## src/rtl/uart_bps_gen.sv

```systemverilog
// UART bit-timing generator: loadable divisor, mid-bit/bit-start/oversample strobes, frame bit counter.
// All strobes appear one cycle after the qualifying edge; there is no backpressure, and cnt_start low aborts the run.
module uart_bps_gen #(
   parameter int DIV_W      = 16,
   parameter int DEF_DIV    = 5207,
   parameter int FRAME_BITS = 10,
   parameter int OS_SHIFT   = 4
) (
   input  logic             clk,
   input  logic             rst_n,
   input  logic             cnt_start,
   input  logic             cfg_load,
   input  logic [DIV_W-1:0] baud_div,
   output logic             clk_bps,
   output logic             bit_start,
   output logic             os_tick,
   output logic [3:0]       bit_idx,
   output logic             frame_done,
   output logic             busy,
   output logic             cfg_err
);

   typedef enum logic [1:0] {IDLE, RUN, HOLD} state_t;

   localparam logic [DIV_W-1:0] MIN_DIV   = DIV_W'(3);
   localparam logic [DIV_W-1:0] RST_DIV   = DIV_W'(DEF_DIV);
   localparam logic [3:0]       LAST_BIT  = 4'(FRAME_BITS - 1);

   state_t           state, state_nxt;
   logic [DIV_W-1:0] div_reg, div_nxt;
   logic [DIV_W-1:0] div_cnt, div_cnt_nxt;
   logic [DIV_W-1:0] os_cnt, os_cnt_nxt;
   logic [3:0]       idx_nxt;
   logic             bps_nxt, bst_nxt, os_nxt, fd_nxt, err_nxt;
   logic [DIV_W-1:0] mid, os_last, div_clamped;
   logic [DIV_W:0]   os_span;
   logic             wrap;

   assign mid         = div_reg >> 1;
   assign os_span     = ({1'b0, div_reg} + (DIV_W+1)'(1)) >> OS_SHIFT;
   // Very short bits give a zero oversample period; treat that as a tick every cycle.
   assign os_last     = (os_span == '0) ? '0 : DIV_W'(os_span - (DIV_W+1)'(1));
   assign div_clamped = (baud_div < MIN_DIV) ? MIN_DIV : baud_div;
   assign wrap        = (div_cnt == div_reg);
   assign busy        = (state == RUN);

   always_comb begin
      state_nxt   = state;
      div_nxt     = div_reg;
      div_cnt_nxt = div_cnt;
      os_cnt_nxt  = os_cnt;
      idx_nxt     = bit_idx;
      bps_nxt     = 1'b0;
      bst_nxt     = 1'b0;
      os_nxt      = 1'b0;
      fd_nxt      = 1'b0;
      err_nxt     = 1'b0;
      case (state)
         IDLE: begin
            if (cfg_load)
               div_nxt = div_clamped;
            if (cnt_start) begin
               state_nxt   = RUN;
               div_cnt_nxt = '0;
               os_cnt_nxt  = '0;
               idx_nxt     = '0;
               bst_nxt     = 1'b1;
            end
         end
         RUN: begin
            if (!cnt_start) begin
               state_nxt   = IDLE;
               div_cnt_nxt = '0;
               os_cnt_nxt  = '0;
               idx_nxt     = '0;
            end else begin
               err_nxt    = cfg_load;
               bps_nxt    = (div_cnt == mid);
               os_nxt     = (os_cnt == os_last);
               os_cnt_nxt = (wrap || os_cnt == os_last) ? '0 : os_cnt + DIV_W'(1);
               if (wrap) begin
                  div_cnt_nxt = '0;
                  if (bit_idx == LAST_BIT) begin
                     state_nxt = HOLD;
                     idx_nxt   = '0;
                     fd_nxt    = 1'b1;
                  end else begin
                     idx_nxt = bit_idx + 4'd1;
                     bst_nxt = 1'b1;
                  end
               end else begin
                  div_cnt_nxt = div_cnt + DIV_W'(1);
               end
            end
         end
         HOLD: begin
            if (cfg_load)
               div_nxt = div_clamped;
            if (!cnt_start)
               state_nxt = IDLE;
         end
         default: state_nxt = IDLE;
      endcase
   end

   always_ff @(posedge clk or negedge rst_n) begin
      if (!rst_n) begin
         state      <= IDLE;
         div_reg    <= RST_DIV;
         div_cnt    <= '0;
         os_cnt     <= '0;
         bit_idx    <= '0;
         clk_bps    <= 1'b0;
         bit_start  <= 1'b0;
         os_tick    <= 1'b0;
         frame_done <= 1'b0;
         cfg_err    <= 1'b0;
      end else begin
         state      <= state_nxt;
         div_reg    <= div_nxt;
         div_cnt    <= div_cnt_nxt;
         os_cnt     <= os_cnt_nxt;
         bit_idx    <= idx_nxt;
         clk_bps    <= bps_nxt;
         bit_start  <= bst_nxt;
         os_tick    <= os_nxt;
         frame_done <= fd_nxt;
         cfg_err    <= err_nxt;
      end
   end

endmodule
```

## config.mk

```make
export PLATFORM = sky130hd
export DESIGN_NAME = uart_bps_gen
export DESIGN_NICKNAME = d
export VERILOG_FILES = /design/src/rtl/uart_bps_gen.sv
export SDC_FILE = /design/constraint.sdc
export NUM_CORES = 1
export LEC_CHECK = 0
export ABC_AREA = 0
export CORE_AREA = 5 5 109 111
export DETAILED_ROUTE_END_ITERATION = 8
export DIE_AREA = 0 0 114 116
export GPL_ROUTABILITY_DRIVEN = 0
export PLACE_DENSITY = 0.55
export SYNTH_ARGS = -nofsm -noshare
export SYNTH_HDL_FRONTEND = slang
export SYNTH_SLANG_ARGS = --single-unit
```

## constraint.sdc

```tcl
create_clock -name clk -period 5.2 [get_ports clk]
set_input_delay 1.3 -clock clk [delete_from_list [all_inputs] [get_ports clk]]
set_output_delay 1.3 -clock clk [all_outputs]
set_load 0.02 [all_outputs]
```

Word-level counts from Yosys, hierarchy flattened
Cells that the tools add are included.

Bits in registers: 59. Latch bits: 0. Memory bits (writable): 0. Memory bits (read-only): 0. Bits of input ports: 20. Output and inout bits: 10. Logic and storage cells: 70. Memories: 0.

Add/subtract/negate cells: 5. $mul: 0. Divide/modulo/power cells: 0. Magnitude comparators: 1. Eq/ne operators: 10. Shifts and indexed selects: 0. Mux-type cells: 35. Bitwise operators: 0. Reduce and logical (&&, ||, !) cells: 9.

Operator list (number): $mux 16 (7); $pmux 16 s2 (2); $add 16x1->16 const B (2); $eq 16x16->1 (2); $add 16x1->17 const B (1); $logic_not 17->1 (1); $eq 16x15->1 (1); $lt 16x2->1 const B (1); $mux 4 (4); $mux 1 (14); $sub 13x1->14 const B (1); $mux 2 (5); $pmux 4 s2 (1); $ne 3x2->1 const B (2); $pmux 2 s3 (1); $add 4x1->4 const B (1); $eq 4x4->1 const B (1); $ne 2x2->1 const B (2); $reduce_and 2->1 (2); $reduce_and 4->1 (1); $reduce_and 3->1 (1); $eq 2x1->1 const B (1); $eq 2x2->1 const B (1); $logic_not 2->1 (1); 4 further kinds (4).

Depth between registers and ports, before layout
Depth in word-level cells: 8. Gate-level depth with buffers: 15. Gate-level depth less buffers: 13.

Worst setup path before layout
No wires, ideal clock.

Path type: register to register. From: register div_reg[2]. To: register os_cnt[6]. Setup time: 0.126 ns. Arrival: 3.522 ns. Setup slack: 1.552 ns. Cell stages (with the launch flop): 14. Clock period less this slack: 3.648 ns. Cells stage by stage: dfstp_2 and4_1 buf_2 xnor2_1 ha_1 nor4_1 o21a_1 or4_1 o211ai_1 or4_1 nor4b_2 nor2b_1 buf_6 a221o_1.

Cells in the longest elaborated chain, start to end: 8. Elaborated cells on any way between the ends: 10. Classes of those cells: 2 x add/sub; 2 x eq/ne; 4 x mux; 2 x reduce/logical.

RTL lines: from (decl) (line 30) `logic [DIV_W-1:0] div_reg, div_nxt;`; from (signal assigned) (line 120) `div_reg <= div_nxt;`; $add 16x1->17 (line 40) `assign os_span = ({1'b0, div_reg} + (DIV_W+1)'(1)) >> OS_SHIFT;`; $sub 13x1->14 / $logic_not 17->1 (equally long branches) (line 42) `assign os_last = (os_span == '0) ? '0 : DIV_W'(os_span - (DIV_W+1)'(1));`; $mux 16 (line 42); $eq 16x16->1 (line 80) `os_cnt_nxt = (wrap || os_cnt == os_last) ? '0 : os_cnt + DIV_W'(1);`; $logic_or 1x1->1 * (line 80); $mux 16 * (line 80); $mux 16 * (line 71) `if (!cnt_start) begin`; $pmux 16 s2 * (line 58) `case (state)`; to (signal assigned) (line 122) `os_cnt <= os_cnt_nxt;`; to (decl) (line 32) `logic [DIV_W-1:0] os_cnt, os_cnt_nxt;`.

Mark *: on every way between the ends. The rest lies on a longest branch, timed or not. A chain may end at the register's enable or synchronous reset.

Worst setup path after layout
From: register div_reg[1]. To: register os_cnt[8].

Same word-level chain as after synthesis.

==> run summary <==
In this run the post-CTS setup repair buffer count came out at 0. Count of buffering cells on the critical path with inverters included: 2. The longest clock path from root to sink contains 2 buffers. Cell area after synthesis: 4080 um2. The first global-routing pass estimated 17.3 mm of wire. The highest cell delay on the worst timing path was 580 ps. The most numerous cell type found on the critical path is sky130_fd_sc_hd__buf_4.

After clock tree synthesis, the clock-pin slew on the worst setup and hold paths is 70 ps. The shortest period the worst path allows is 4270 ps, and the final count of negative-setup-slack endpoints is 0. TritonCTS built the clock tree. Hold repair after CTS inserted 0 buffers. In the synthesized netlist the dominant register cell turns out to be sky130_fd_sc_hd__dfrtp_1. On the critical path, the stage with the largest delay is an instance of sky130_fd_sc_hd__dfstp_2.

The tools report the category of the worst setup path capture point as a register. The run finished with clean final reports. The sequential fraction of the synthesis area is 36.4%. The tools report the number of global-route vias before repair as 3,419.

In this run the core area contains 38 standard-cell rows. Total clock buffers created by CTS: 9. Leaving out fill and tap cells, the most frequent cells in the layout are sky130_fd_sc_hd__dfrtp_1, sky130_fd_sc_hd__nor2_1, sky130_fd_sc_hd__xor2_1. The run gives 10,700 um2 as the core outline area.

The worst min-delay path category was reg2reg. The count of antenna-violating nets left after detailed routing was 0; the power density relative to cell area was 258 nW/um2. For the final database, setup skew stands at 10.3 ps. The first detailed-routing pass ran for 4 iterations.

The final hold violation count was 0; the actual slew at the worst max-slew pin was 597 ps. Detailed routing inserted a total of 3,363 vias. The detailed-route wire length per cell was 16.8 um; the die outline area was 13,200 um2.

The root buffer cell is sky130_fd_sc_hd__clkbuf_8. In the synthesized netlist the async set-or-reset flop fraction comes to 100%. The antenna cell count came out at 0.

The worst-case setup slack after placement is 968 ps. The worst setup path is launched from a register. The number of antenna violations at the first check in global routing was 0; the initial cell density of the core was 38.1%. At the worst endpoint, the arrival time is 4490 ps. Relative to the synthesized area, the layout overhead comes to 13.1%.

The Yosys step of the flow raised 0 warnings. The tools report the number of violations reported at the end of detailed-routing iteration 0 as 191. Setup repair after global routing left no endpoint under its margin. Dominant cell type by area after synthesis: sky130_fd_sc_hd__dfrtp_1.

The count of buffers from port buffering was 29; the HPWL after detailed placement was 7.43 mm. The final layout contains routed wiring with a total length of 10.1 mm. For the residual overflow from global routing, the log shows 0. In this run the vertical extent of the chip is 116 um. Leaving out fill and tap cells, the most frequent cell in the layout is sky130_fd_sc_hd__dfrtp_1. The logs give 16.4% for the overall fraction of global-route tracks in use and 350 ps for the latest clock arrival within the worst-skew pair. During I/O placement, the number of pins put on the boundary was 30.

At the end of the flow, the number of nets in the layout was 481. The critical path is of the reg2reg type. The count of cells resized by post-cts repair came out at 0. The tools report the count of H-tree levels built during CTS as 3. The relative slew slack came out at 59.9%.

Grouping stages by cell kind, the critical path spends the most delay in simple AND/OR/NAND/NOR gates. The width of the die is 114 um. Data on the critical path is required at its endpoint by 5420 ps. The clock drives 59 sinks. Using the TritonRoute via totals, the vias-per-cell ratio works out to 5.61. The post-synthesis register bit count was 59.

The run gives 0.00119 W as the power after layout. Final setup slack of the worst path: 934 ps. The share of post-route cells with drive strength above 1 works out to 11.5%.

The number of pins with negative max-slew slack in the final report is 0, and the final cycle utilization of the critical path is 82.0%. By area the synthesized netlist is led by sky130_fd_sc_hd__dfrtp_1, sky130_fd_sc_hd__xor2_1, sky130_fd_sc_hd__nor2_1. For the post-detailed-route DRC marker count, the log shows 0. The highest fanout seen on the critical path came out at 12. Average instance area after synthesis: 9.08 um2. The cell count after synthesis came out at 449.

For this design the static power due to leakage is 1.98 nW. In this run the biggest area consumer among cell types represents 31.9% of the synthesized area. The tools report the number of distinct standard cells referenced by the synthesized netlist as 61.

Entering global routing, the biggest net connects 44 pins. The signal on the critical path passes through and4_1 -> xnor2_1 -> ha_1 -> nor4_1 -> nor3_1 -> o21ai_0 -> o211ai_1 -> or4_1 -> nor4b_2 -> buf_4 -> nor2b_1 -> buf_4 -> a221o_1. VDD sags by at most 0.110 mV.

Static timing analysis puts the maximum clock frequency at 0.234 GHz. The setup total negative slack came out at 0 ps. The number of flops mapped to enable cells by yosys works out to 0. Post-synth net total: 475.

The run gives 0 as the count of max-cap constraint violations.
==> path summary, 6_finish.rpt <==
kind | start | to | slack, ps | cells past startpoint
max in group asynchronous | rst_n | os_cnt[11] | 3440 | 2
min in group asynchronous | rst_n | div_reg[7] | 860 | 1
setup reg to reg | div_reg[1] | os_cnt[8] | 930 | 13
hold / removal | div_cnt[15] | clk_bps | 550 | 1
hold reg to reg | div_cnt[15] | clk_bps | 550 | 1
setup / recovery | div_reg[1] | os_cnt[8] | 930 | 13
==> cells by family (layout without fill, tap and decap cells) <==
| group | after synthesis | count (layout) | share of synthesized area (%) |
|---|---|---|---|
| xor+xnor | 63 | 63 | 13.9 |
| compound gates | 71 | 71 | 13.9 |
| flops | 59 | 59 | 36.4 |
| mux | 17 | 17 | 4.63 |
| buf+inv | 47 | 58 | 4.82 |
| simple gates | 186 | 186 | 24.6 |
| fa+ha+maj | 6 | 6 | 1.84 |
==> stage by stage <==
step	instance area (um2)	cells	util, %	hold slack, ps
3_5_place_dp	4410	584	41.3	540
2_1_floorplan	4080	449	-	470
4_1_cts	4610	600	43.1	554
5_1_grt	4610	600	43.1	585
3_3_place_gp	4410	584	41.3	532
6_report	4610	600	43.1	552
==> metal layers <==
layer  vias up  track usage [%]  share of wire (%)
li1       1631                -                  -
met1      1636             22.7                 49
met2        74             24.9                 44
met3        22             3.13                4.0
met4         0             7.60                2.8
met5         -                0                  0
==> cell usage after synthesis (all sizes together), types with 3 or more instances <==
cell type	count
or4	8
ha	6
o21ai	11
xor2	46
nand2	24
and2	6
and3	7
nor3	7
mux2	15
buf	10
clkbuf	30
or3	5
dfrtp	52
nand3	23
nor2b	5
or2	4
a21oi	6
xnor2	16
dfstp	7
nor2	51
a31oi	5
nand2b	4
inv	7
nor4b	3
a221o	8
a22o	7
o211ai	3
and4	3
nor4	18
o22ai	3
o21a	6
nand4	11
nand3b	3
==> worst register-to-register path: stages (launching register included) <==
cell,delay (ps)
sky130_fd_sc_hd__dfstp_2,580
sky130_fd_sc_hd__and4_1,480
sky130_fd_sc_hd__xnor2_1,230
sky130_fd_sc_hd__ha_1,310
sky130_fd_sc_hd__nor4_1,520
sky130_fd_sc_hd__nor3_1,150
sky130_fd_sc_hd__o21ai_0,190
sky130_fd_sc_hd__o211ai_1,120
sky130_fd_sc_hd__or4_1,530
sky130_fd_sc_hd__nor4b_2,220
sky130_fd_sc_hd__buf_4,210
sky130_fd_sc_hd__nor2b_1,100
sky130_fd_sc_hd__buf_4,180
sky130_fd_sc_hd__a221o_1,330
==> power by group <==
group          switching [W]  total [W]  internal [W]
logic               0.000113   0.000213      0.000100
registers          0.0000582   0.000545      0.000487
clock network       0.000186   0.000433      0.000248
total               0.000357    0.00119      0.000835
==> cell type report <==
type                       instances  area, um2
fill                            1082       6090
multi-input combinational        343       2400
sequential                        59       1490
timing repair buffer              35        330
tap                              140        175
clock buffer                      14        163
clock inverter                     2       35.0
inverter                           7       26.3
Note: power is estimated with default switching activity, not from simulation.
